**config.mk**
```make
export PLATFORM = sky130hd
export DESIGN_NAME = prbschk_ctl
export DESIGN_NICKNAME = d
export VERILOG_FILES = /design/src/rtl/prbschk_ctl.sv
export SDC_FILE = /design/constraint.sdc
export NUM_CORES = 1
export LEC_CHECK = 0
export BUFFER_PORTS_ARGS = -buffer_cell sky130_fd_sc_hd__buf_4
export CAP_MARGIN = 20
export CELL_PAD_IN_SITES_DETAIL_PLACEMENT = 0
export CELL_PAD_IN_SITES_GLOBAL_PLACEMENT = 1
export CORE_MARGIN = 10
export CORE_UTILIZATION = 43
export CTS_CLUSTER_DIAMETER = 30
export CTS_CLUSTER_SIZE = 10
export DETAILED_ROUTE_END_ITERATION = 6
export PLACE_DENSITY_LB_ADDON = 0.1
export SLEW_MARGIN = 30
export SYNTH_ARGS = -nofsm -noshare
export SYNTH_HDL_FRONTEND = slang
export SYNTH_SLANG_ARGS = --single-unit
```
**constraint.sdc**
```tcl
create_clock -name clk -period 2.7 [get_ports clk]
set_input_delay 0.27 -clock clk [delete_from_list [all_inputs] [get_ports clk]]
set_output_delay 0.27 -clock clk [all_outputs]
set_load 0.005 [all_outputs]
```
**src/rtl/prbschk_ctl.sv**
```systemverilog
// prbschk_ctl: BER test controller sequencing a PRBS monitor (lock, windowed error count, verdict).
// Define PRBSCHK_CTL_PARCNT_EN to count delayed parity errors and fold them into the verdict.
module prbschk_ctl #(
    parameter int CNTW    = 16,
    parameter int WINW    = 24,
    parameter int SYNCNUM = 8
) (
    input  logic            clk,
    input  logic            rst_,
    input  logic            start,
    input  logic            abort,
    input  logic [WINW-1:0] winlen,
    input  logic [CNTW-1:0] errthr,
    input  logic            mval,
    input  logic            errprbs,
    input  logic            errpar,
    output logic            busy,
    output logic            locked,
    output logic            done,
    output logic            pass,
    output logic            lossync,
    output logic [CNTW-1:0] prbscnt,
    output logic [CNTW-1:0] parcnt
);
    typedef enum logic [2:0] {IDLE, SYNC, RUN, DRAIN, DONE} state_t;
    localparam logic [7:0]      SYNC_LAST = 8'(SYNCNUM - 1);
    localparam logic [WINW-1:0] ONE_W     = 1;
    localparam logic [CNTW-1:0] ONE_C     = 1;
    state_t          state_q, state_d;
    logic [7:0]      run_q, run_d;
    logic [WINW-1:0] win_q, win_d, winlen_q, winlen_d;
    logic [CNTW-1:0] thr_q, thr_d, prbs_q, prbs_d, par_q, par_d, par_nx;
    logic            loss_q, loss_d, pass_q, pass_d;
    logic            go, lock_hit, loss_hit, win_hit, par_hit, par_ok;

    assign go       = start & ~abort & (state_q == IDLE);
    assign lock_hit = mval & ~errprbs & (run_q == SYNC_LAST);
    assign loss_hit = mval & errprbs & (run_q == SYNC_LAST);
    assign win_hit  = mval & (winlen_q != '0) & ((win_q + ONE_W) == winlen_q);
    assign par_nx   = (par_hit && par_q != '1) ? par_q + ONE_C : par_q;

`ifdef PRBSCHK_CTL_PARCNT_EN
    logic pmval_q, prun_q;
    // one-cycle delay of word-valid and RUN so the lagging parity flag is qualified by its own word
    always_ff @(posedge clk or negedge rst_) begin
        if (!rst_) begin
            pmval_q <= 1'b0;
            prun_q  <= 1'b0;
        end else begin
            pmval_q <= mval;
            prun_q  <= (state_q == RUN);
        end
    end
    assign par_hit = errpar & pmval_q & prun_q & ~abort & (state_q == RUN || state_q == DRAIN);
    assign par_ok  = (par_nx <= thr_q);
`else
    logic unused_par;
    assign unused_par = errpar;
    assign par_hit    = 1'b0;
    assign par_ok     = 1'b1;
`endif

    // state register
    always_ff @(posedge clk or negedge rst_) begin
        if (!rst_) begin
            state_q <= IDLE;
        end else begin
            state_q <= state_d;
        end
    end

    // next-state: abort beats everything outside IDLE; DRAIN and DONE last one cycle each
    always_comb begin
        state_d = state_q;
        if (state_q == IDLE) state_d = go ? SYNC : IDLE;
        else if (abort) state_d = IDLE;
        else if (state_q == SYNC) state_d = lock_hit ? RUN : SYNC;
        else if (state_q == RUN) state_d = win_hit ? DRAIN : (loss_hit ? SYNC : RUN);
        else if (state_q == DRAIN) state_d = DONE;
        else state_d = IDLE;
    end

    // datapath registers: counters, latched config, sticky flags, verdict
    always_ff @(posedge clk or negedge rst_) begin
        if (!rst_) begin
            run_q    <= '0;
            win_q    <= '0;
            winlen_q <= '0;
            thr_q    <= '0;
            prbs_q   <= '0;
            par_q    <= '0;
            loss_q   <= 1'b0;
            pass_q   <= 1'b0;
        end else begin
            run_q    <= run_d;
            win_q    <= win_d;
            winlen_q <= winlen_d;
            thr_q    <= thr_d;
            prbs_q   <= prbs_d;
            par_q    <= par_d;
            loss_q   <= loss_d;
            pass_q   <= pass_d;
        end
    end

    // datapath next values; run_q counts clean words in SYNC and errored words in RUN
    always_comb begin
        run_d    = run_q;
        win_d    = win_q;
        winlen_d = winlen_q;
        thr_d    = thr_q;
        prbs_d   = prbs_q;
        par_d    = par_q;
        loss_d   = loss_q;
        pass_d   = pass_q;
        if (go) begin
            run_d    = '0;
            win_d    = '0;
            winlen_d = winlen;
            thr_d    = errthr;
            prbs_d   = '0;
            par_d    = '0;
            loss_d   = 1'b0;
            pass_d   = 1'b0;
        end else if (abort && state_q != IDLE) begin
            pass_d = 1'b0;
        end else begin
            if (state_q == SYNC && mval) run_d = (lock_hit || errprbs) ? '0 : run_q + 8'd1;
            if (state_q == RUN && mval) begin
                win_d  = win_q + ONE_W;
                run_d  = (!errprbs || loss_hit) ? '0 : run_q + 8'd1;
                prbs_d = (errprbs && prbs_q != '1) ? prbs_q + ONE_C : prbs_q;
                loss_d = loss_q | loss_hit;
            end
            par_d = par_nx;
            if (state_q == DRAIN) pass_d = (prbs_q <= thr_q) && !loss_q && par_ok;
        end
    end

    // outputs decoded from state and registers
    always_comb begin
        busy    = (state_q != IDLE);
        locked  = (state_q == RUN);
        done    = (state_q == DONE);
        pass    = pass_q;
        lossync = loss_q;
        prbscnt = prbs_q;
        parcnt  = par_q;
    end
endmodule

```
==> results_dict.tcl <==
set metrics [dict create \
    place_hpwl_um 11000 \
    grt_pass1_vias 4941 \
    cts_tree "built" \
    syn_area_per_cell_sq_um 8.52 \
    antenna_found_initial 0 \
    fin_skew_ns 0.00947 \
    synthFlopType "dfrtp_1" \
    use_met1_pct 21.5 \
    worstSetupPathType "reg2reg" \
    clock-root-buffer "clkbuf_16" \
    fmax_mhz 386 \
    vdd_drop_max_mv 0.244 \
    placed_area_sq_um 6320 \
    postCtsSetupRepairBufs 0 \
    drt-initial-drc-count 458 \
    fin_crit_sh_pct 96.1 \
    total_power_mw 3.48 \
    path_common_cell "nand3_1" \
    synth-seq-cells 93 \
    final_cells 905 \
    pin_count 84 \
    async_flop_share_pct 100 \
    path_cells "ha_1 > and3_4 > nand3_1 > or4_1 > xnor2_1 > a2111oi_2 > nand4_1 > nand3_1" \
    clockBufferDepth 2 \
    htree_levels 3 \
    hp-class "in2reg" \
    final_cell_area_sq_um 6630 \
    clock_latency_ns 0.36 \
    clock_sinks 93 \
    syn_area_sq_um 5650 \
    maxSlewHeadroom_pct 51.4 \
    grt.busiest_layer "met2" \
    setup_tns_ns 0 \
    hold_viol 0 \
    track_usage_pct 16.9 \
    grt_pass1_wl_um 25000 \
    grt_max_degree 68 \
    fillCellCount 1253 \
    ys.warnings.count 0 \
    core_sq_um 12700 \
    final_nets 794 \
    synth_common_cells "nand2_1, dfrtp_1, o21ai_0" \
    arrival_ns 2.88 \
    gp_congestion 0.896 \
    port_buffers 66 \
    met2_usage_pct 27.8 \
    antenna_left 0 \
    min_period_ns 2.59 \
    yosys.area.top_type "dfrtp_1" \
    netlist_top_cells_area "dfrtp_1, nand2_1, o21ai_0, ha_1, xor2_1" \
    netlist_instances 663 \
    synth_enable_flop_cells 0 \
    rsz0062_at_grt "no" \
    yosysSeqAreaShare_pct 41.2 \
    setup_viol 0 \
    multiInputGateArea_sq_um 3030 \
    utilization_pct 52.1 \
    die_x_um 135 \
    setup_ws_ns 0.106 \
    synth.most_common_cell "nand2_1" \
    status "finished, final reports clean" \
    drive_gt1_share_pct 16.5 \
    routed_wl_um 15100 \
    worstSetupStartpointType "flop" \
    overflow 0 \
    leakage_nw 3.14 \
    start_util_pct 44.4 \
    drt_pre_antenna_iters 5 \
    end_kind "flop" \
    drv_slew 0 \
    synth.top_cell.area_share_pct 41.2 \
    max_stage_delay_ns 0.62 \
    die-area_sq_um 18100 \
    num_rows 41 \
    crit_required_ns 2.99 \
    post-place-ws_ns 0.155 \
    critPathSlowestCell "or4_1" \
    use_met3_pct 3.23 \
    route.detailed.drc 0 \
    tightest_slew_ns 0.721 \
    syn_to_final_growth_pct 17.4 \
    n_antenna_cell 0 \
    power_density_nw_per_um2 525 \
    die_h_um 135 \
    synthDistinctLibCells 60 \
    cts.clk_slew.worst_paths_ns 0.07 \
    num_vias 4885 \
    cts_buffers 9 \
    routedWlPerCell_um 16.7 \
    viasPerCell 5.40 \
    cts-resized-gates 0 \
    seq_area_sq_um 2330 \
    cap_viol_max_count 0 \
    holdWs_ns 0.0999 \
    dp.cells 888 \
    path_max_fanout 6 \
]
==> critical path, delay by kind of cell, from the launching register on <==
family | cells | cell delay, ns
adders and majority gates | 1 | 0.20
DFF | 1 | 0.44
xor gates and xnor gates | 1 | 0.17
and+or+nand+nor | 5 | 1.36
AOI/OAI and AO/OA | 1 | 0.35
==> timing repair <==
action / 4_1_cts / 5_1_grt
endpoints found under the setup margin: 0 / 0
hold buffers: 1 / 0
hold endpoints to repair: 40 / 0
==> layout by cell type, fill, tap and decap left out, drive strengths merged, types with 3 or more instances in the layout <==
| cell | Yosys | final |
|---|---|---|
| o211ai | 3 | 3 |
| xnor2 | 22 | 22 |
| nand3 | 20 | 20 |
| or3 | 4 | 4 |
| nand2b | 5 | 5 |
| or4 | 3 | 3 |
| inv | 21 | 21 |
| a21oi | 25 | 25 |
| nor2 | 39 | 39 |
| clkbuf | 18 | 12 |
| and4 | 4 | 4 |
| o31ai | 6 | 6 |
| nor3 | 9 | 9 |
| a21o | 7 | 7 |
| xor2 | 24 | 24 |
| dfrtp | 93 | 93 |
| nor4 | 14 | 14 |
| nor2b | 6 | 6 |
| a31oi | 6 | 6 |
| and2 | 7 | 7 |
| ha | 19 | 19 |
| o21ai | 68 | 68 |
| nand2 | 137 | 137 |
| conb | 1 | 16 |
| clkinvlp | 0 | 3 |
| and3 | 12 | 12 |
| nand4 | 25 | 25 |
| o21a | 3 | 3 |
| o22ai | 3 | 3 |
| buf | 30 | 86 |
| nor3b | 5 | 5 |
==> state kept, by name, summed over array words and instances, names as in the netlist <==
register / cells
winlen_q: 24
thr_q: 16
run_q: 8
prbscnt: 16
state_q: 3
win_q: 24
pass: 1
lossync: 1
==> final cells by class <==
class | count | share of cell area (%)
clock buffer | 12 | 4.02
clock inverter | 4 | 0.472
inverter | 21 | 1.19
multi-input combinational | 516 | 45.7
sequential | 93 | 35.1
tap | 172 | 3.25
timing repair buffer | 87 | 10.3
==> cells by family (layout without fill, tap and decap cells) <==
logic type / after synthesis / after routing / synth area share [%]
and+or+nand+nor: 296 / 296 / 26.3
AOI/OAI and AO/OA: 139 / 139 / 14.8
DFF: 93 / 93 / 41.2
buffers and inverters: 69 / 124 / 6.18
xor gates and xnor gates: 46 / 46 / 7.13
adders and majority gates: 19 / 19 / 4.21
other: 1 / 16 / 0.0664
==> where the power goes <==
group	internal (mW)	leakage, nW	switching (mW)
Clock	0.702	0.137	0.572
Sequential	1.53	1.23	0.129
Combinational	0.247	1.78	0.304
Total	2.48	3.14	1.00
==> per-layer routing <==
layer  wire (um)  vias up
met5           0        -
met4         257        0
met3         562       19
met2        7370       90
met1        6950     2363
li1            -     2413
==> final timing paths <==
kind	from	end	slack, ns	depth (start not counted)
max	win_q[1]	state_q[0]	0.11	8
min	winlen[16]	winlen_q[16]	0.1	3
max reg2reg	win_q[1]	state_q[0]	0.11	8
min reg2reg	thr_q[0]	thr_q[0]	0.49	2
max in group asynchronous	rst_	thr_q[14]	1.57	3
min in group asynchronous	rst_	win_q[21]	0.45	2
(Power assumes the default switching activity.)
